`src/rtl/fifo_tx_pkg.sv`:
```
// fifo_tx_pkg: shared state encoding and constants for the FIFO-fed UART transmitter
package fifo_tx_pkg;
  typedef enum logic [2:0] {IDLE, FETCH, LOAD, START, DATA, STOP} tx_state_t;
  localparam int DATA_W = 8;
  localparam logic TX_IDLE_LVL = 1'b1;
endpackage

```
`src/rtl/fifo_uart_tx_baud_counter.sv`:
```
// tx_baud_counter: bit-period timer that ticks on the last clock of every serial bit
module tx_baud_counter #(
  parameter int CLKS_PER_BIT = 16
) (
  input  logic clk,
  input  logic rst,
  input  logic clear,
  output logic bit_tick
);
  localparam int CW = (CLKS_PER_BIT > 1) ? $clog2(CLKS_PER_BIT) : 1;
  localparam logic [CW-1:0] LAST = CW'(CLKS_PER_BIT - 1);
  logic [CW-1:0] r_count;
  // count one bit period, wrapping on each boundary and parking at zero while cleared
  always_ff @(posedge clk or negedge rst) begin
    if (!rst) r_count <= '0;
    else r_count <= (clear || bit_tick) ? '0 : r_count + 1'b1;
  end
  assign bit_tick = r_count == LAST;
endmodule

```
`src/rtl/fifo_uart_tx.sv`:
```
// fifo_uart_tx: pops bytes from a synchronous FIFO and serialises them as UART frames
module fifo_uart_tx
  import fifo_tx_pkg::*;
#(
  parameter int CLKS_PER_BIT = 16,
  parameter int STOP_BITS = 1
) (
  input  logic              clk,
  input  logic              rst,
  input  logic              enable,
  input  logic              fifo_empty,
  input  logic              fifo_wr_active,
  input  logic [DATA_W-1:0] fifo_data,
  output logic              fifo_read,
  output logic              tx,
  output logic              busy,
  output logic              frame_done
);
  localparam int SW = $clog2(2 * CLKS_PER_BIT);
  localparam logic [SW-1:0] STOP_LAST = SW'(STOP_BITS * CLKS_PER_BIT - 1);
  localparam logic [SW-1:0] STOP_PRE = SW'(STOP_BITS * CLKS_PER_BIT - 2);
  tx_state_t r_state;
  logic [DATA_W-1:0] r_shift;
  logic [2:0] r_bit_idx;
  logic [SW-1:0] r_stop_cnt;
  logic r_tx;
  logic r_frame_done;
  logic w_tick;
  logic w_clear;
  logic w_read_ok;
  logic w_next_frame;
  assign w_clear = r_state inside {IDLE, FETCH, LOAD};
  assign w_read_ok = !fifo_empty && !fifo_wr_active;
  assign w_next_frame = enable && !fifo_empty;
  assign fifo_read = r_state == FETCH;
  assign busy = r_state != IDLE;
  assign tx = r_tx;
  assign frame_done = r_frame_done;
  tx_baud_counter #(.CLKS_PER_BIT(CLKS_PER_BIT)) u_baud (
    .clk(clk),
    .rst(rst),
    .clear(w_clear),
    .bit_tick(w_tick)
  );
  // frame sequencer: pop, load, start bit, eight data bits LSB first, stop period
  always_ff @(posedge clk or negedge rst) begin
    if (!rst) begin
      r_state <= IDLE;
      r_shift <= '0;
      r_bit_idx <= '0;
      r_stop_cnt <= '0;
      r_tx <= TX_IDLE_LVL;
      r_frame_done <= 1'b0;
    end else begin
      r_frame_done <= 1'b0;
      case (r_state)
        IDLE: if (w_next_frame) r_state <= FETCH;
        FETCH: r_state <= w_read_ok ? LOAD : IDLE;
        LOAD: begin
          r_shift <= fifo_data;
          r_tx <= 1'b0;
          r_state <= START;
        end
        START: if (w_tick) begin
          r_tx <= r_shift[0];
          r_bit_idx <= '0;
          r_state <= DATA;
        end
        DATA: if (w_tick) begin
          r_shift <= r_shift >> 1;
          r_bit_idx <= r_bit_idx + 3'd1;
          r_tx <= (r_bit_idx == 3'd7) ? TX_IDLE_LVL : r_shift[1];
          if (r_bit_idx == 3'd7) begin
            r_stop_cnt <= '0;
            r_state <= STOP;
          end
        end
        STOP: begin
          r_stop_cnt <= r_stop_cnt + 1'b1;
          r_frame_done <= r_stop_cnt == STOP_PRE;
          if (w_tick && r_stop_cnt == STOP_LAST) r_state <= w_next_frame ? FETCH : IDLE;
        end
        default: r_state <= IDLE;
      endcase
    end
  end
endmodule
```
`config.mk`:
```
export PLATFORM = sky130hd
export DESIGN_NAME = fifo_uart_tx
export DESIGN_NICKNAME = d
export VERILOG_FILES = /design/src/rtl/fifo_tx_pkg.sv /design/src/rtl/fifo_uart_tx_baud_counter.sv /design/src/rtl/fifo_uart_tx.sv
export SDC_FILE = /design/constraint.sdc
export NUM_CORES = 1
export LEC_CHECK = 0
export CELL_PAD_IN_SITES_DETAIL_PLACEMENT = 1
export CELL_PAD_IN_SITES_GLOBAL_PLACEMENT = 2
export CORE_MARGIN = 4
export CORE_UTILIZATION = 32
export DETAILED_ROUTE_END_ITERATION = 10
export GPL_ROUTABILITY_DRIVEN = 0
export PLACE_DENSITY = 0.73
export SLEW_MARGIN = 30
export SYNTH_ARGS = -nofsm -noshare
export SYNTH_HDL_FRONTEND = slang
export SYNTH_SLANG_ARGS = --single-unit
```
`constraint.sdc`:
```
create_clock -name clk -period 1.6 [get_ports clk]
set_input_delay 0.16 -clock clk [delete_from_list [all_inputs] [get_ports clk]]
set_output_delay 0.16 -clock clk [all_outputs]
set_load 0.005 [all_outputs]
```
==> out/results.ini <==
[clocking]
cts.hold.buffers_added=0
clock_latency_of_the_later_clocked_register_in_the_worst_skew_pair_ns=0.27
tritoncts=yes
cts.path.max_buffers=2
tritoncts.num_buffers=3
cts_max_level=1
cts-root-buf=sky130_fd_sc_hd__clkbuf_8
clock-sinks=25
clk_pin_slew_ns=0.10

[cells_and_area]
finish.instance_area_sq_um=2000
nFillCells=442
layout_common_cells=sky130_fd_sc_hd__buf_4 (26), sky130_fd_sc_hd__dfrtp_1 (22), sky130_fd_sc_hd__mux2_4 (14), sky130_fd_sc_hd__clkdlybuf4s50_1 (14), sky130_fd_sc_hd__inv_1 (8)
drive_above_1_share_pct=38.0
finish.net_count=191
layout.cells.most_common=sky130_fd_sc_hd__buf_4
num_antenna_cells=0
syn_to_final_growth_pct=42.2

[drt]
via_per_inst=5.37
post_route_drc_violation_count=0
drt-initial-drc-count=51
drt-pass1-iter-count=4
antenna_nets_post_route=0
route.detailed.wl_per_inst_microns=17.1
dr_total_vias=1186
routed_wl_microns=3780

[status]
run_status=finished, violations left
violations=setup timing

[timing]
final_min_period_over_clock_period_pct=103
skew_ns=0.00843
fin_crit_ns=1.64
slew_headroom_pct=70.0
hold_violations=0
fin_worst_hold_slack_ns=0.252
finalWorstSetupSlack_ns=-0.0421
rsz0062_at_grt=true
fin_tns_setup_ns=-0.261
worst_pin_slew_ns=0.446
fmax_ghz=0.609
setup_viol=7
drv_slew=0

[placed_design]
placedInstanceArea_sq_um=1800
pre_cts_ws_ns=-0.0310
detailedPlacementHpwl_microns=2530
portBuffers=16

[power]
p_sw_share_pct=21.7
power.share.combinational_pct=4.4
clkPwrFrac_pct=36.5
leakagePower_nw=0.910
vdd.ir_drop.worst_mv=0.285
internal_power_uw=837
netSwitchingPower_uw=232
powerDensity_nw_per_um2=535
finalPower_mw=1.07
reg_power_share_pct=59.1

[floorplanning]
effective_utilization_at_floorplan_pct=34.2
placement_rows=23
design.die.area_sq_um=5520
design.portCount=17
die_w_microns=74.3
die_height_microns=74.3
core_area_sq_um=4120

[worst_hold_path]
worstHoldPathType=in2async

[global_route]
antenna_found_initial=0
grt_start_max_net_pins=26
overflow=0
grt_pass1_wl_microns=6130
grt.total_usage_pct=14.5
first_global_vias=1340

[setup_path]
crit_path_max_fanout=7
cp-end-kind=flop
critical_path.startpoint_type=flop
worstSetupPathType=reg2reg
critical_path_required_ns=1.76
crit_arrival_ns=1.81
rrSetupSlack_ns=-0.04

[synth]
synth.yosys.warnings=0
synth-edff-count=0
synth.ff_latch_count=25
ys_dominant_reg_cell=sky130_fd_sc_hd__dfrtp_1
synthDistinctLibCells=41
postSynthAreaPerCell_sq_um=11.0
synth.cell_area_sq_um=1410
synth.yosys.seq_area_share_pct=44.6
synth.net_count=147
syn-instance-count=128
synthArstFlopShare_pct=100

[flow_run]
maximum_capacitance_violations=0

## synthesized netlist by cell type (3+ instances only)
| cell type | n | area share, % |
|---|---|---|
| sky130_fd_sc_hd__nor2_1 | 5 | 1.3 |
| sky130_fd_sc_hd__a22o_1 | 3 | 1.9 |
| sky130_fd_sc_hd__mux2_2 | 15 | 12 |
| sky130_fd_sc_hd__a21oi_1 | 7 | 2.5 |
| sky130_fd_sc_hd__a221oi_1 | 3 | 1.9 |
| sky130_fd_sc_hd__or3_1 | 3 | 1.3 |
| sky130_fd_sc_hd__and3_1 | 3 | 1.3 |
| sky130_fd_sc_hd__dfrtp_1 | 24 | 43 |
| sky130_fd_sc_hd__nand4_1 | 3 | 1.3 |
| sky130_fd_sc_hd__inv_1 | 8 | 2.1 |
| sky130_fd_sc_hd__nor3_1 | 3 | 1.1 |
| sky130_fd_sc_hd__buf_2 | 4 | 1.4 |
| sky130_fd_sc_hd__o21ai_0 | 6 | 2.1 |
| sky130_fd_sc_hd__ha_1 | 6 | 5.3 |
## kinds of logic after synthesis
| logic type | after synthesis | share of synthesized area (%) |
|---|---|---|
| multiplexers | 15 | 12.0 |
| XOR/XNOR | 1 | 0.623 |
| AND/OR/NAND/NOR | 33 | 14.5 |
| flip-flops | 25 | 44.6 |
| AO/OA/AOI/OAI | 32 | 17.4 |
| adder cells (fa/ha/maj) | 6 | 5.34 |
| buffers and inverters | 16 | 5.52 |
## final cells by class
type | count | area (sq um) | share of cell area (%)
clock buffer | 3 | 41.3 | 2.07
timing repair buffer | 47 | 414 | 20.7
multi-input combinational | 87 | 815 | 40.7
clock inverter | 1 | 7.51 | 0.375
tap | 50 | 62.6 | 3.13
sequential | 25 | 629 | 31.5
inverter | 8 | 30.0 | 1.50
## registers in the layout, indices dropped and copies added (netlist names)
name            cells
r_shift             8
r_stop_cnt          5
u_baud.r_count      4
r_bit_idx           3
r_state             3
frame_done          1
tx                  1
## path summary, 6_finish.rpt
kind | from | cells after the start | to
max reg2reg | r_state[2] | 5 | r_shift[5]
min reg2reg | r_stop_cnt[4] | 1 | r_stop_cnt[4]
max | r_state[2] | 5 | r_shift[5]
max in group asynchronous | rst | 2 | tx
min in group clk | fifo_wr_active | 3 | r_state[1]
min | rst | 2 | r_shift[7]
## critical path, stage by stage, from the launching register on
cell and delay [ns]:
sky130_fd_sc_hd__dfrtp_2 0.44, sky130_fd_sc_hd__buf_6 0.14, sky130_fd_sc_hd__or3b_4 0.39, sky130_fd_sc_hd__o31ai_4 0.07, sky130_fd_sc_hd__buf_6 0.18, sky130_fd_sc_hd__mux2_4 0.31
## timing repair
item | CTS | global route
endpoints found under the setup margin | 11 | 16
buffers inserted | 4 | 2
pin swaps | 1 | 4
resized for setup | 25 | 8
## metrics by stage
step	instances	util (%)
2_1_floorplan	128	-
3_3_place_gp	211	43.8
3_5_place_dp	211	43.8
4_1_cts	219	47.5
5_1_grt	221	48.6
6_report	221	48.6
## power by group through the flow
stage                     sequential, mW  combinational (mW)  clock (mW)
after CTS                          0.631              0.0491       0.410
after floorplan                    0.644             0.00271           0
after global routing               0.632              0.0523       0.433
final                              0.631              0.0475       0.390
after detailed placement           0.644              0.0482           0
after global placement             0.644              0.0468           0
## routing by layer
layer  global-route usage [%]  vias to the layer above  routed length (microns)
li1                         -                      564                        -
met3                     2.84                        4                      149
met4                     3.56                        0                       18
met5                        0                        -                        0
met1                     17.1                      596                     1670
met2                     26.9                       22                     1940
No activity file was read; power rests on OpenSTA's default activity.
